$ cat config.mk
export PLATFORM = sky130hd
export DESIGN_NAME = spi_reg_target
export DESIGN_NICKNAME = d
export VERILOG_FILES = /design/src/rtl/spi_reg_target.sv
export SDC_FILE = /design/constraint.sdc
export NUM_CORES = 1
export LEC_CHECK = 0
export BUFFER_PORTS_ARGS = -buffer_cell sky130_fd_sc_hd__buf_2
export CAP_MARGIN = 20
export CELL_PAD_IN_SITES_DETAIL_PLACEMENT = 1
export CELL_PAD_IN_SITES_GLOBAL_PLACEMENT = 1
export CORE_MARGIN = 3
export CORE_UTILIZATION = 39
export CTS_CLUSTER_SIZE = 40
export DETAILED_ROUTE_END_ITERATION = 7
export PLACE_DENSITY_LB_ADDON = 0.1
export SETUP_SLACK_MARGIN = 0.05
export SYNTH_ARGS = -nofsm -noshare
export SYNTH_HDL_FRONTEND = slang
export SYNTH_SLANG_ARGS = --single-unit
$ cat constraint.sdc
create_clock -name clk -period 2.5 [get_ports clk]
set_input_delay 0.125 -clock clk [delete_from_list [all_inputs] [get_ports clk]]
set_output_delay 0.125 -clock clk [all_outputs]
set_load 0.05 [all_outputs]
$ cat src/rtl/spi_reg_target.sv
// spi_reg_target: SPI target; a command byte selects a register, then each
// data byte writes config or reads config/status. Optional: SPI_AUTO_INC_EN.
// Ports: clk/rstb/ena, mode {cpol,cpha}, spi_cs_n/spi_clk/spi_mosi (synced),
// spi_miso, config_regs (flat bank out), status_regs (flat bank in).
// Macro SPI_AUTO_INC_EN: defined = addr increments per data byte (burst),
// undefined = addr fixed for the whole transaction.
module spi_reg_target #(
  parameter int NUM_CFG   = 16,
  parameter int REG_WIDTH = 8
) (
  input  logic                         clk,
  input  logic                         rstb,
  input  logic                         ena,
  input  logic [1:0]                   mode,
  input  logic                         spi_cs_n,
  input  logic                         spi_clk,
  input  logic                         spi_mosi,
  output logic                         spi_miso,
  output logic [NUM_CFG*REG_WIDTH-1:0] config_regs,
  input  logic [NUM_CFG*REG_WIDTH-1:0] status_regs
);

  localparam int AW = $clog2(NUM_CFG);
  localparam int W  = REG_WIDTH;

  typedef enum logic [1:0] {
    IDLE,
    CMD,
    DATA
  } state_t;

  state_t        r_state;
  logic          r_sclk_q;
  logic          r_csn_q;
  logic [1:0]    r_mode;
  logic [2:0]    r_bit_cnt;
  logic [AW-1:0] r_addr;
  logic          r_rw;
  logic          r_bank;
  logic [W-2:0]  r_rx;
  logic [W-1:0]  r_tx;
  logic          r_miso;
  logic [W-1:0]  r_cfg [NUM_CFG];

  logic [W-1:0]  w_stat [NUM_CFG];
  logic          w_rise;
  logic          w_fall;
  logic          w_samp;
  logic          w_shift;
  logic [W-1:0]  w_byte;
  logic [AW-1:0] w_cmd_addr;
  logic          w_cmd_bank;
  logic [W-1:0]  w_cmd_tx;
  logic [AW-1:0] w_nxt_addr;
  logic [W-1:0]  w_nxt_tx;

  for (genvar i = 0; i < NUM_CFG; i++) begin : g_bank
    assign config_regs[i*W +: W] = r_cfg[i];
    assign w_stat[i] = status_regs[i*W +: W];
  end

  assign w_rise  = spi_clk & ~r_sclk_q;
  assign w_fall  = ~spi_clk & r_sclk_q;
  // cpol==cpha samples on the rising edge, otherwise on the falling edge
  assign w_samp  = (r_mode[1] == r_mode[0]) ? w_rise : w_fall;
  assign w_shift = (r_mode[1] == r_mode[0]) ? w_fall : w_rise;

  assign w_byte     = {r_rx, spi_mosi};
  // upper address bits beyond the bank size are ignored
  assign w_cmd_addr = AW'(w_byte[5:0]);
  // writes always echo the config bank
  assign w_cmd_bank = ~w_byte[7] & w_byte[6];
  assign w_cmd_tx   = w_cmd_bank ? w_stat[w_cmd_addr]
                                 : r_cfg[w_cmd_addr];

`ifdef SPI_AUTO_INC_EN
  assign w_nxt_addr = r_addr + AW'(1);
`else
  assign w_nxt_addr = r_addr;
`endif

  assign w_nxt_tx = r_bank ? w_stat[w_nxt_addr]
                           : r_cfg[w_nxt_addr];

  // cpha=0 drives the tx MSB directly; cpha=1 uses the shift-edge register
  assign spi_miso = (r_state == IDLE) ? 1'b0
                  : (r_mode[0] ? r_miso : r_tx[W-1]);

  always_ff @(posedge clk or negedge rstb) begin
    if (!rstb) begin
      r_state   <= IDLE;
      r_sclk_q  <= 1'b0;
      // reset as "low" so a cs_n already low must return high first
      r_csn_q   <= 1'b0;
      r_mode    <= 2'b00;
      r_bit_cnt <= 3'd0;
      r_addr    <= '0;
      r_rw      <= 1'b0;
      r_bank    <= 1'b0;
      r_rx      <= '0;
      r_tx      <= '0;
      r_miso    <= 1'b0;
      for (int i = 0; i < NUM_CFG; i++) begin
        r_cfg[i] <= '0;
      end
    end else if (ena) begin
      r_sclk_q <= spi_clk;
      r_csn_q  <= spi_cs_n;
      if (spi_cs_n) begin
        r_state   <= IDLE;
        r_bit_cnt <= 3'd0;
        r_addr    <= '0;
        r_rx      <= '0;
        r_tx      <= '0;
        r_miso    <= 1'b0;
      end else begin
        unique case (r_state)
          IDLE: begin
            if (r_csn_q) begin
              r_state <= CMD;
              r_mode  <= mode;
            end
          end
          CMD, DATA: begin
            if (w_samp) begin
              r_rx      <= w_byte[W-2:0];
              r_bit_cnt <= r_bit_cnt + 3'd1;
              if (r_bit_cnt == 3'd7) begin
                if (r_state == CMD) begin
                  r_state <= DATA;
                  r_rw    <= w_byte[7];
                  r_bank  <= w_cmd_bank;
                  r_addr  <= w_cmd_addr;
                  r_tx    <= w_cmd_tx;
                end else begin
                  if (r_rw) begin
                    r_cfg[r_addr] <= w_byte;
                  end
                  r_addr <= w_nxt_addr;
                  r_tx   <= w_nxt_tx;
                end
              end
            end else if (w_shift) begin
              if (r_mode[0]) begin
                r_miso <= r_tx[W-1];
                r_tx   <= r_tx << 1;
              end else if (r_bit_cnt != 3'd0) begin
                // hold the freshly loaded MSB across the byte boundary
                r_tx <= r_tx << 1;
              end
            end
          end
          default: r_state <= IDLE;
        endcase
      end
    end
  end

endmodule

==> results of run 1 <==
## worst max-delay path, stage by stage (launching register included)
cell,delay [ns]
sky130_fd_sc_hd__dfrtp_1,0.42
sky130_fd_sc_hd__inv_2,0.09
sky130_fd_sc_hd__ha_4,0.27
sky130_fd_sc_hd__nand3b_1,0.10
sky130_fd_sc_hd__or4b_4,0.55
sky130_fd_sc_hd__buf_6,0.17
sky130_fd_sc_hd__nor3b_4,0.20
sky130_fd_sc_hd__buf_6,0.16
sky130_fd_sc_hd__mux2_1,0.33
## report_power, final
group / internal [W] / switching [W]
registers: 0.00264 / 0.000109
logic: 0.000947 / 0.00105
clock network: 0.00134 / 0.00127
## placed cells by master, fill, tap and decap left out, types with 5 or more instances in the layout
master / count
sky130_fd_sc_hd__buf_2: 263
sky130_fd_sc_hd__dfrtp_1: 154
sky130_fd_sc_hd__mux2_2: 134
sky130_fd_sc_hd__mux4_2: 109
sky130_fd_sc_hd__buf_4: 85
sky130_fd_sc_hd__mux2i_1: 65
sky130_fd_sc_hd__nand2_1: 27
sky130_fd_sc_hd__o21ai_0: 26
sky130_fd_sc_hd__nor2_1: 17
sky130_fd_sc_hd__clkbuf_16: 17
sky130_fd_sc_hd__inv_1: 16
sky130_fd_sc_hd__nor2b_1: 15
sky130_fd_sc_hd__nand3_1: 15
sky130_fd_sc_hd__nand4_1: 15
sky130_fd_sc_hd__buf_12: 13
sky130_fd_sc_hd__a22o_1: 11
sky130_fd_sc_hd__a21oi_1: 10
sky130_fd_sc_hd__a22oi_1: 9
sky130_fd_sc_hd__o211ai_1: 9
sky130_fd_sc_hd__a221oi_1: 9
sky130_fd_sc_hd__o22ai_1: 7
sky130_fd_sc_hd__a221o_1: 6
sky130_fd_sc_hd__o2111ai_1: 5
sky130_fd_sc_hd__a211o_1: 5
sky130_fd_sc_hd__inv_6: 5
## state kept, by name (all words and copies together), names as in the netlist
signal,cells
config_regs,128
r_tx,8
r_rx,7
r_addr,4
r_bit_cnt,3
r_mode,2
r_state,2
r_bank,1
r_csn_q,1
r_miso,1
r_rw,1
r_sclk_q,1
## final timing paths
| path | to | from | slack (ns) |
|---|---|---|---|
| max | config_regs[48] | r_state[0] | 0.07 |
| min | r_miso | spi_cs_n | 0.12 |
| max reg2reg | config_regs[48] | r_state[0] | 0.07 |
| min reg2reg | r_miso | r_miso | 0.53 |
| max in group asynchronous | r_addr[1] | rstb | 1.52 |
| min in group asynchronous | r_state[0] | rstb | 0.24 |
## cells by family after synthesis
family          count (synthesis)
xor+xnor                        2
mux                           310
buf+inv                        88
compound gates                117
fa+ha+maj                       7
flops                         159
simple gates                  115
## metal layers
metal / vias up / part of all wire
li1: 3840 / -
met1: 4770 / 0.42
met2: 376 / 0.49
met3: 43 / 0.064
met4: 0 / 0.020
met5: - / 0
## through the flow
step	std cells	area (um2)	hold WS [ns]	setup TNS, ns
5_1_grt	1467	13700	0.142	0
6_report	1467	13700	0.123	0
4_1_cts	1464	13600	0.0969	0
2_1_floorplan	798	10600	-0.171	0
3_3_place_gp	1424	12900	0.125	0
3_5_place_dp	1424	12900	0.123	-1.35
## final cells by class
type | instances | area [um2] | share of cell area
tap | 335 | 419 | 0.0306
multi-input combinational | 551 | 6310 | 0.461
sequential | 159 | 3990 | 0.291
antenna | 2 | 5.00 | 0.000365
timing repair buffer | 370 | 2310 | 0.169
clock buffer | 17 | 425 | 0.0311
clock inverter | 15 | 165 | 0.0121
inverter | 18 | 67.6 | 0.00493
## timing repair
item                                    4_1_cts  5_1_grt
hold endpoints to repair                     51        0
hold buffers                                  4        0
resized for setup                             5       11
endpoints found under the setup margin       38       76
pin swaps                                     1        0
setup buffers                                 4        1
==> impl_metrics.env, run 1 <==
export IMPL_tightest_slew_ns=0.692
export IMPL_die_area_um2=29100
export IMPL_synth_edf_count=0
export IMPL_maxClockFrequency_mhz=412
export IMPL_vias_per_cell=6.15
export IMPL_flip_flop_and_latch_count_after_synthesis=159
export IMPL_ir_worst_vdd_v=0.000371
export IMPL_first_pass_grt_wire_length_um=61300
export IMPL_groute_layer_met1_usage=0.375
export IMPL_drt_first_iter_violations=775
export IMPL_postRouteWirelength_um=41400
export IMPL_fin_worst_skew_ns=0.0137
export IMPL_holdPathStages=3
export IMPL_synth_top_family_by_area="multiplexers"
export IMPL_number_of_instances_in_the_synthesized_netlist=798
export IMPL_seq_area_frac_synth=0.376
export IMPL_rsz0062_at_grt="yes"
export IMPL_synth_largest_area_cell="sky130_fd_sc_hd__dfrtp_1"
export IMPL_min_path_type="primary input to flip-flop"
export IMPL_synth_largest_type_area_fraction=0.376
export IMPL_cts_clk_slew_worst_paths_ns=0.07
export IMPL_dpl_hpwl_um=31600
export IMPL_yosys_top_cells_area="sky130_fd_sc_hd__dfrtp_1 38%, sky130_fd_sc_hd__mux4_2 23%, sky130_fd_sc_hd__mux2_2 14%"
export IMPL_drv_cap=0
export IMPL_synthToLayoutAreaGrowth_pct=29.5
export IMPL_drcViolationCount=0
export IMPL_port_buffer_count=264
export IMPL_groute_layer_met2_usage=0.473
export IMPL_synth_most_common_cell="sky130_fd_sc_hd__dfrtp_1"
export IMPL_outcome="completed"
export IMPL_post_synth_most_frequent_cells="159 x sky130_fd_sc_hd__dfrtp_1, 134 x sky130_fd_sc_hd__mux2_2, 109 x sky130_fd_sc_hd__mux4_2, 65 x sky130_fd_sc_hd__mux2i_1, 43 x sky130_fd_sc_hd__clkbuf_1"
export IMPL_fillers=2763
export IMPL_antenna_found_initial=2
export IMPL_synth_xor_area_frac=0.00166
export IMPL_yosysWarnings=0
export IMPL_fin_crit_sh=0.971
export IMPL_setup_worst_path_end_class="flip-flop"
export IMPL_gpl_congestion=0.861
export IMPL_post_route_cells_drive_above_1_share=0.588
export IMPL_final_worst_path_setup_slack_ns=0.0721
export IMPL_yosys_area_share_adder=0.00828
export IMPL_final_hold_violation_count=0
export IMPL_finalSetupViolCount=0
export IMPL_grt_util_all_layers=0.281
export IMPL_place_ws_ns=-0.0941
export IMPL_synth_compound_area_frac=0.0820
export IMPL_clock_sink_count=159
export IMPL_grt_busiest_layer="met2"
export IMPL_clk_root_buffer_cell="sky130_fd_sc_hd__clkbuf_16"
export IMPL_die_width_um=171
export IMPL_grt_met3_usage=0.0561
export IMPL_worstSetupStartpointType="flip-flop"
export IMPL_ant_nets=0
export IMPL_leakage_nw=6.29
export IMPL_first_global_vias=9568
export IMPL_crit_required_ns=2.81
export IMPL_timing_reg2reg_worst_path_depth=8
export IMPL_synth_cell_types=56
export IMPL_clk_latency_ns=0.44
export IMPL_yosys_mux_area_fraction=0.438
export IMPL_final_period_minus_worst_setup_slack_ns=2.43
export IMPL_cts_max_level=4
export IMPL_report_power_total_w=0.00736
export IMPL_synth_async_reset_ratio=1.00
export IMPL_mappedNetlistNets=941
export IMPL_largest_net_degree_at_the_start_of_global_routing=58
export IMPL_synthSimpleGateAreaFrac=0.0601
export IMPL_critical_path_class="flip-flop to flip-flop"
export IMPL_slew_violations=0
export IMPL_die_y_um=171
export IMPL_path_max_fanout=8
export IMPL_power_per_cell_area_nw_per_um2=537
export IMPL_cts_max_path_buffers=2
export IMPL_tritoncts_clock_tree="built"
export IMPL_finish_net_count=1260
export IMPL_cts_made_buffers=17
export IMPL_num_vias=9029
export IMPL_cp_arrival_ns=2.74
export IMPL_yosys_most_used_dff="sky130_fd_sc_hd__dfrtp_1"
export IMPL_synthesis_area_per_instance_um2=13.3
export IMPL_synthesis_area_um2=10600
export IMPL_num_io_pins=265
export IMPL_core_area_um2=26400
export IMPL_grt_overflow=0
export IMPL_finish_utilization=0.520
export IMPL_rows=59
export IMPL_wl_per_cell_um=28.2
export IMPL_start_util=0.401
export IMPL_timing_slew_headroom=0.539
export IMPL_firstDrtPassIters=5
Power figures use the tool's default switching activity.
==> run 2, diff against run 1 <==
CORE_MARGIN = 4   (was 3)
==> run 2 against run 1 <==
  * Final area grew 0.62%
  * Clock skew about the same
  * Sequential power barely moved
==> impl_metrics.env, run 2 (synthesis gave the netlist of run 1 again) <==
export IMPL_drcViolationCount=0
export IMPL_cts_max_path_buffers=2
export IMPL_final_common_cell="sky130_fd_sc_hd__buf_2"
export IMPL_layout_common_cells="263 x sky130_fd_sc_hd__buf_2, 154 x sky130_fd_sc_hd__dfrtp_1, 128 x sky130_fd_sc_hd__mux2_2"
export IMPL_antenna_found_initial=0
export IMPL_grt_overflow=0
export IMPL_highest_signal_layer="met4"
export IMPL_num_vias=9012
export IMPL_crit_path_top_delay_cell="sky130_fd_sc_hd__or4b_4"
export IMPL_outcome="completed"
export IMPL_drt_met1_wl_um=18000
export IMPL_num_io_pins=265
export IMPL_maxClockFrequency_mhz=415
export IMPL_rr_startpoint="r_bit_cnt[1]"
export IMPL_finalSetupViolCount=0
export IMPL_drv_cap=0
export IMPL_port_buffer_count=264
export IMPL_crit_top_cell="sky130_fd_sc_hd__ha_4"
export IMPL_clock_sink_count=159
export IMPL_clk_latency_ns=0.44
export IMPL_cts_clk_slew_worst_paths_ns=0.07
export IMPL_largest_register_ff_count=128
export IMPL_fin_crit_sh=0.963
export IMPL_tightest_slew_ns=0.811
export IMPL_ant_nets=0
export IMPL_final_hold_violation_count=0
export IMPL_layout_cells_non_filler=1470
export IMPL_postRouteWirelength_um=42200
export IMPL_rows=60
export IMPL_wl_per_cell_um=28.7
export IMPL_place_detailed_instances=1418
export IMPL_cp_buffers_inverters=2
export IMPL_die_y_um=173
export IMPL_finish_net_count=1260
export IMPL_power_per_cell_area_nw_per_um2=540
export IMPL_worstSetupStartpointType="flip-flop"
export IMPL_start_util=0.395
export IMPL_timing_critical_path_cells="ha_4 -> ha_4 -> nand2_2 -> nor2_2 -> or4b_4 -> buf_8 -> nor3b_4 -> buf_12 -> mux2_2"
export IMPL_cp_slowest_stage_delay_ns=0.49
export IMPL_leakage_nw=6.29
export IMPL_clk_root_buffer_cell="sky130_fd_sc_hd__clkbuf_16"
export IMPL_synthToLayoutAreaGrowth_pct=30.3
export IMPL_min_path_type="primary input to flip-flop"
export IMPL_first_pass_grt_wire_length_um=63500
export IMPL_grt_util_all_layers=0.279
export IMPL_die_area_um2=29800
export IMPL_n_antenna_cell=0
export IMPL_cp_arrival_ns=2.72
export IMPL_startpoint="r_bit_cnt[1]"
export IMPL_dpl_hpwl_um=31500
export IMPL_firstDrtPassIters=5
export IMPL_tritoncts_clock_tree="built"
export IMPL_critical_path_class="flip-flop to flip-flop"
export IMPL_final_period_minus_worst_setup_slack_ns=2.41
export IMPL_largest_net_degree_at_the_start_of_global_routing=75
export IMPL_cts_max_level=4
export IMPL_first_global_vias=9602
export IMPL_core_area_um2=26800
export IMPL_timing_slew_headroom=0.459
export IMPL_ir_worst_vdd_v=0.000437
export IMPL_vias_per_cell=6.13
export IMPL_die_width_um=173
export IMPL_fillers=2823
export IMPL_post_route_cells_drive_above_1_share=0.589
export IMPL_source_of_the_worst_hold_timing_path="spi_cs_n"
export IMPL_setup_worst_path_end_class="flip-flop"
export IMPL_path_max_fanout=8
export IMPL_fin_worst_skew_ns=0.0134
export IMPL_gpl_congestion=0.871
export IMPL_report_power_total_w=0.00745
export IMPL_worst_path_dominant_cell_family="simple AND/OR/NAND/NOR gates"
export IMPL_met3RoutedLength_um=2450
export IMPL_wl_met2_um=20900
export IMPL_slew_violations=0
export IMPL_rsz0062_at_grt="no"
export IMPL_crit_required_ns=2.81
export IMPL_drt_first_iter_violations=609
export IMPL_cts_made_buffers=17
## run 2: cell types whose count changed in the layout (fill, tap and decap cells not counted), moves of 4 or more
cell | before | now
sky130_fd_sc_hd__clkinv_8 | 4 | 0
sky130_fd_sc_hd__mux2_4 | 0 | 7
sky130_fd_sc_hd__buf_12 | 13 | 19
sky130_fd_sc_hd__buf_4 | 85 | 81
sky130_fd_sc_hd__mux2_2 | 134 | 128
## run 2: report_power, final
part	internal, W	total (W)	switching (W)
registers	0.00264	0.00274	0.0000943
logic	0.00105	0.00212	0.00107
clock network	0.00142	0.00259	0.00118
## run 2: final timing paths
check	endpoint	slack (ns)	depth (start not counted)
worst max-delay path	config_regs[50]	0.09	9
worst min-delay path	r_miso	0.07	2
worst max register to register	config_regs[50]	0.09	9
worst min register to register	r_miso	0.51	2
max in group asynchronous	config_regs[52]	1.39	3
min in group asynchronous	r_mode[0]	0.30	2
## run 2: final cells by class
cell class	count	area [um2]	share of cell area
multi-input cells	551	6340	0.460
flip-flops and latches	159	3990	0.290
repair buffers	370	2380	0.173
clock buffers	18	439	0.0319
well taps	341	427	0.0310
clock inverters	13	130	0.00944
inverters	18	67.6	0.00490
## run 2: per-stage QoR
stage	setup TNS [ns]	cell area [um2]	setup WS, ns	hold slack (ns)	util
finish	0	13800	0.0930	0.0681	0.514
detailed placement	-0.108	12900	-0.0132	0.228	0.482
global route	0	13800	0.0299	0.133	0.514
global placement	0	12900	0.0424	0.225	0.482
floorplan	0	10600	0.111	-0.171	-
CTS	0	13600	0.00364	0.0679	0.508
## run 2: worst register-to-register path: cells and delay by family, from the launching register on
family,cells,cell delay (ns)
and+or+nand+nor,4,0.93
DFF,1,0.39
muxes,1,0.34
buffers and inverters,2,0.33
adders and majority gates,2,0.30
## run 2: layer usage
layer | track usage | up-vias
li1 | - | 3827
met1 | 0.381 | 4801
met2 | 0.462 | 342
met3 | 0.0560 | 42
met4 | 0.0695 | 0
met5 | 0 | -
## run 2: what timing repair did
action / 4_1_cts / 5_1_grt
setup buffers: 5 / 12
hold buffers: 4 / 0
endpoints found under the setup margin: 38 / 79
endpoints found under the hold margin: 72 / 0
pin swaps: 4 / 4
resized for setup: 17 / 7
